**config.mk**
```make
export PLATFORM = sky130hd
export DESIGN_NAME = shift_seq_ctrl
export DESIGN_NICKNAME = d
export VERILOG_FILES = /design/src/rtl/shift_seq_ctrl.sv
export SDC_FILE = /design/constraint.sdc
export NUM_CORES = 1
export LEC_CHECK = 0
export ABC_AREA = 1
export CAP_MARGIN = 20
export CORE_MARGIN = 8
export CORE_UTILIZATION = 35
export CTS_BUF_LIST = sky130_fd_sc_hd__clkbuf_4
export CTS_CLUSTER_DIAMETER = 50
export DETAILED_ROUTE_END_ITERATION = 10
export GPL_TIMING_DRIVEN = 0
export PLACE_DENSITY = 0.65
export SYNTH_ARGS = -nofsm -noshare
export SYNTH_HDL_FRONTEND = slang
export SYNTH_SLANG_ARGS = --single-unit
```
**constraint.sdc**
```tcl
create_clock -name clk -period 1.2 [get_ports clk]
set_input_delay 0.18 -clock clk [delete_from_list [all_inputs] [get_ports clk]]
set_output_delay 0.18 -clock clk [all_outputs]
set_load 0.1 [all_outputs]
```
**src/rtl/shift_seq_ctrl.sv**
```systemverilog
// shift_seq_ctrl: feeds a parallel word MSB-first into an external
// left-shifting register, then presents the register's read-back
// contents downstream with a valid/ready handshake.
// Optional macro SHIFT_SEQ_CTRL_CHECK_EN adds a sticky read-back
// comparison (mismatch_o); without it mismatch_o is tied low.
module shift_seq_ctrl #(
    parameter int WIDTH = 4
) (
    input  logic             clk,
    input  logic             reset_n,
    input  logic             in_valid_i,
    input  logic [WIDTH-1:0] in_data_i,
    output logic             in_ready_o,
    output logic             sr_en_o,
    output logic             sr_x_o,
    input  logic [WIDTH-1:0] sr_i,
    output logic             out_valid_o,
    output logic [WIDTH-1:0] out_data_o,
    input  logic             out_ready_i,
    output logic             busy_o,
    output logic             mismatch_o
);

    localparam int CW = (WIDTH > 1) ? $clog2(WIDTH) : 1;
    localparam logic [CW-1:0] CNT_LAST = CW'(WIDTH - 1);

    typedef enum logic [1:0] {
        IDLE  = 2'd0,
        SHIFT = 2'd1,
        DONE  = 2'd2
    } state_t;

    state_t           state_reg, state_next;
    logic [CW-1:0]    cnt_reg, cnt_next;
    logic [WIDTH-1:0] word_reg, word_next;
    logic             accept;

    // Ready is gated by reset so the block advertises nothing while held
    // in reset, yet is ready in the very first cycle after release.
    assign in_ready_o = reset_n & (state_reg == IDLE);
    assign accept     = in_valid_i & in_ready_o;
    assign busy_o     = (state_reg != IDLE);

    // State, bit counter and captured word registers.
    always_ff @(posedge clk or negedge reset_n) begin
        if (!reset_n) begin
            state_reg <= IDLE;
            cnt_reg   <= '0;
            word_reg  <= '0;
        end else begin
            state_reg <= state_next;
            cnt_reg   <= cnt_next;
            word_reg  <= word_next;
        end
    end

    // Next-state logic and state-decoded outputs.
    always_comb begin
        state_next  = state_reg;
        cnt_next    = cnt_reg;
        word_next   = word_reg;
        sr_en_o     = 1'b0;
        sr_x_o      = 1'b0;
        out_valid_o = 1'b0;
        out_data_o  = '0;
        unique case (state_reg)
            IDLE: begin
                if (accept) begin
                    word_next  = in_data_i;
                    cnt_next   = '0;
                    state_next = SHIFT;
                end
            end
            SHIFT: begin
                sr_en_o = 1'b1;
                // MSB first so the word lands unreversed in the register.
                sr_x_o  = word_reg[CNT_LAST - cnt_reg];
                if (cnt_reg == CNT_LAST) begin
                    state_next = DONE;
                end else begin
                    cnt_next = cnt_reg + CW'(1);
                end
            end
            DONE: begin
                out_valid_o = 1'b1;
                out_data_o  = sr_i;
                if (out_ready_i) begin
                    state_next = IDLE;
                end
            end
            default: begin
                state_next = IDLE;
            end
        endcase
    end

`ifdef SHIFT_SEQ_CTRL_CHECK_EN
    logic mismatch_reg;

    // Sticky flag: set when the read-back frame differs from the word sent.
    always_ff @(posedge clk or negedge reset_n) begin
        if (!reset_n) begin
            mismatch_reg <= 1'b0;
        end else if ((state_reg == DONE) && out_ready_i && (sr_i != word_reg)) begin
            mismatch_reg <= 1'b1;
        end
    end

    assign mismatch_o = mismatch_reg;
`else
    assign mismatch_o = 1'b0;
`endif

endmodule

```
Word level (Yosys, flattened, before mapping):

Cells that the tools add are included.

* add/subtract/negate cells: 2
* $lt $le $gt $ge: 1
* eq/ne operators: 7
* multiplexer cells: 13
* bitwise operators: 2
* reduce and logical (&&, ||, !) cells: 6

Operators with widths (count)
* $mux 2: 5
* $ne 2x2->1 const B: 4
* $pmux 2 s3: 1
* $reduce_and 3->1: 2
* $eq 2x2->1 const B: 2
* $mux 1: 4
* $mux 4: 1
* $pmux 2 s2: 1
* $reduce_bool 2->1: 2
* $lt 2x3->1 const B: 1
* $add 2x1->2 const B: 1
* $and 1x1->1: 2
* $bmux 1 s2: 1
* $eq 2x1->1 const B: 1
* $logic_not 2->1: 1
* $reduce_and 2->1: 1
* $sub 2x2->2 const A: 1

* bits in registers: 8
* input bits: 12
* output and inout port bits: 10
* word-level logic and storage cells: 34

Logic depth before layout (Yosys ltp):

* word-level depth: 5
* depth in mapped cells: 6
* gate-level depth less buffers: 6

Worst setup path after synthesis:

No wires, ideal clock.

* path kind: reg2out
* start: register state_reg[1]
* end: output out_data_o[0]
* data arrival time: 3315 ps
* required time: 1020 ps
* setup slack: -2295 ps
* stages on the path, launching flop included: 5
* path buffers: 0
* cell sequence: dfrtp_1 > inv_1 > nor2_1 > inv_1 > nor2_1

* cells in the longest elaborated chain, start to end: 2

RTL lines
* start: declaration: RTL line 33 `state_t state_reg, state_next;`
* start signal: assignment: RTL line 51 `state_reg <= state_next;`
* $eq 2x2->1: RTL line 66 `unique case (state_reg)`
* $mux 4: RTL line 66
* end: declaration: RTL line 18 `output logic [WIDTH-1:0] out_data_o,`

Every way passes these cells.

Worst setup path after layout:

* start: register state_reg[0]
* end: output out_data_o[0]

The elaborated chain is that of the path after synthesis.

==> run summary <==
The worst min-delay path category is reg2reg. The routability congestion estimate came out at 0.7130. For this design the top-level I/O count stands at 22. The library cell with the highest instance count after synthesis is inv_1. The total overflow left after global routing is 0. The number of nets handed over by synthesis was 82. Clock skew on the completed layout was measured at 0.0006463 ns. In this run the vertical extent of the chip is 53.39 um.

Cells with a size suffix above 1 make up 45.92% of the layout. The total standard cell area after synthesis came out at 489.2 sq um. TritonCTS built the clock tree. The relative area change from synthesis to final layout is 92.84%. The worst setup path is of the reg2out kind. The share of async-settable or async-resettable flops after synthesis came out at 100.0%.

Synthesis handed over a netlist of 69 instances. The root buffer cell chosen for the clock tree is clkbuf_4. The tool flagged a number of max-cap violations equal to 0. The first detailed-routing pass took 3 iterations. The terminating pin of the worst hold path is word_reg[3]$_DFFE_PN0P_. The final max-slew violation count came out at 0. The number of synthesized flops with an enable pin is 0.

Power spread over the standard cell area amounts to 2753 nW/um^2. The endpoint identified for the worst register-to-register timing path is cnt_reg[0]$_DFFE_PN0P_. Walking the worst path, the cells encountered are nor2_4 > inv_1 > nor2_4 > buf_8. The final critical-path share of the clock period is 125.2%.

The total global-route track usage came out at 8.371%. The startpoint identified for the worst hold timing path is word_reg[3]$_DFFE_PN0P_. The area inside the core boundary came out at 1301 sq um. The clock latency at the later pin of the worst-skew pair is 0.24 ns. The setup violation total in the final timing report came out at 9. The largest voltage drop on the vdd net came out at 2.650 mV. The antenna diode count came out at 0. For this run, the register share of the synthesized area comes to 40.92%.

The depth of the worst hold-timing path is 2. The minimum setup slack among reg-to-reg paths is 0.03 ns. Entering global routing, the biggest net connects 11 pins. The register with the most flip-flops in the layout has 4 of them.

The initial core utilization came out at 37.60%. STA classifies the critical path startpoint as a register. The arrival time of the worst setup path is 1.32 ns. The number of vias after detailed routing is 477.

The top cell type by total area after synthesis is dfrtp_1. The global-route wire length before repair came out at 1.814 mm. The static leakage came out at 0.0004651 uW. The largest fanout on the critical path came out at 5. The checks that failed: negative setup slack.

The post-detailed-route count of antenna-violating nets is 0. On the critical path, the stage with the largest delay is an instance of dfrtp_2. The TritonCTS sink count is 8.

At the placement stage, the worst setup path has a slack of -1.324 ns. After clock tree synthesis, the clock-pin slew on the worst setup and hold paths is 0.05 ns. After layout, the minimum clock period comes to 1.502 ns. The wire length per cell after detailed routing came out at 10.55 um. The run finished, with violations left. The violation count after the first detailed-route iteration came out at 8. Across all setup checks in the final design, the least slack found is -0.3023 ns. The die width is 53.39 um. Among all flip-flop cells after synthesis, the most frequent one is dfrtp_1. The most numerous cell type found on the critical path is nor2_4. For this block, the routed nets add up to 1.192 mm of wire. The average footprint of a synthesized cell came out at 7.090 sq um. The endpoint required time on the critical path came out at 1.02 ns. The initial antenna violation count came out at 0. The via density per instance is 4.221. Yosys printed 0 warnings. The estimated wirelength of the detail-placed design is 919.3 um.

The worst setup path is captured at a primary output. The peak per-stage delay on the critical path is 0.44 ns. The worst reg2reg path depth is 7. The total number of nets in the final design is 113.

The maximum clock frequency is 665.6 MHz. In this design, the largest share of critical-path delay is due to flip-flops. Counting along the longest clock path gives a buffer depth of 2. The number of standard-cell rows in the floorplan came out at 13. In the routed design, unresolved DRC markers number 0. CTS built an H-tree with a depth of 1.

Counting the buffers created by CTS gives 3. The post-synthesis sequential element count is 8. The via count of the first global-routing pass is 431. In this run the biggest area consumer among cell types represents 40.92% of the synthesized area. The buffer and inverter count on the worst path came out at 2. The distinct cell type count after synthesis came out at 15. Yosys attributes the largest share of cell area to dfrtp_1, inv_1, nand2_1.

The worst hold slack across all endpoints is 0.4831 ns. Setup repair after global routing could not meet its margin everywhere. The startpoint of the lowest-slack register-to-register path is cnt_reg[0]$_DFFE_PN0P_.

Ranked by instance count, the synthesized netlist is headed by inv_1, nand2_1, nor2_1. Input and output buffers added on the ports amount to 20. The die covers 2850 sq um. The number of failing hold endpoints at the final stage came out at 0.
-- layout make-up --
cell class,count,area (sq um)
fill,104,357.8
clock buffer,3,22.52
buffer,2,18.77
timing repair buffer,26,320.3
multi-input combinational,37,274.0
tap,15,18.77
sequential,8,203.9
inverter,22,85.08
-- placed cells by master, fill, tap and decap left out, types with 4 or more instances in the layout --
master           count
buf_4                5
nand2_1             12
o21ai_2              4
buf_12               5
buf_8                4
inv_1               17
nor2_4               8
dfrtp_1              5
clkdlybuf4s50_1     10
inv_2                4
-- where the power goes --
part	switching (uW)	internal, uW
combinational	1180	725
sequential	104	394
clock	79.5	114
-- per-stage QoR --
| step | utilization, % | area, sq um | power [uW] | TNS [ns] | std cells |
|---|---|---|---|---|---|
| floorplan | - | 563.0 | 1673 | -5.379 | 69 |
| global placement | 60.10 | 782.0 | 1957 | -10.34 | 104 |
| detailed placement | 60.10 | 782.0 | 1974 | -10.37 | 104 |
| CTS | 66.06 | 859.6 | 2342 | -2.271 | 109 |
| global route | 72.50 | 943.4 | 2733 | -2.339 | 113 |
| finish | 72.50 | 943.4 | 2597 | -1.870 | 113 |
-- layer usage --
| metal | up-vias | global-route usage (%) | wire (um) |
|---|---|---|---|
| li1 | 258 | - | - |
| met1 | 205 | 10.40 | 502 |
| met2 | 12 | 14.06 | 602 |
| met3 | 2 | 1.681 | 80 |
| met4 | 0 | 2.521 | 6 |
| met5 | - | 0 | 0 |
-- worst register-to-register path, delay by kind of cell (launching register included) --
family                   cells  cell delay [ns]
adder cells (fa/ha/maj)      1             0.20
buffers and inverters        2             0.22
flip-flops                   1             0.41
AND/OR/NAND/NOR              4             0.26
-- cell families (layout without fill, tap and decap cells) --
logic type	Yosys count	in the layout	synth area share, %
buffers and inverters	24	53	20.72
AO/OA/AOI/OAI	6	6	9.462
AND/OR/NAND/NOR	29	29	25.58
flip-flops	8	8	40.92
adder cells (fa/ha/maj)	1	1	2.557
other	1	1	0.7665
-- what timing repair did --
action                                 4_1_cts  5_1_grt
endpoints found under the hold margin        8        0
resized for setup                           71       19
pin swaps                                    0        3
hold buffers                                 1        0
setup buffers                                1        4
setup endpoints to repair                   15       12
-- worst max-delay path by stage --
| stage | to | startpoint | depth (start not counted) |
|---|---|---|---|
| detailed placement | in_ready_o | reset_n | 4 |
| global route | out_data_o[0] | state_reg[0]$_DFFE_PN0P_ | 4 |
| floorplan | out_data_o[0] | state_reg[1]$_DFFE_PN0P_ | 4 |
| global placement | in_ready_o | reset_n | 4 |
| finish | out_data_o[0] | state_reg[0]$_DFFE_PN0P_ | 4 |
| CTS | out_data_o[1] | state_reg[1]$_DFFE_PN0P_ | 5 |
No activity file was read; power rests on OpenSTA's default activity.
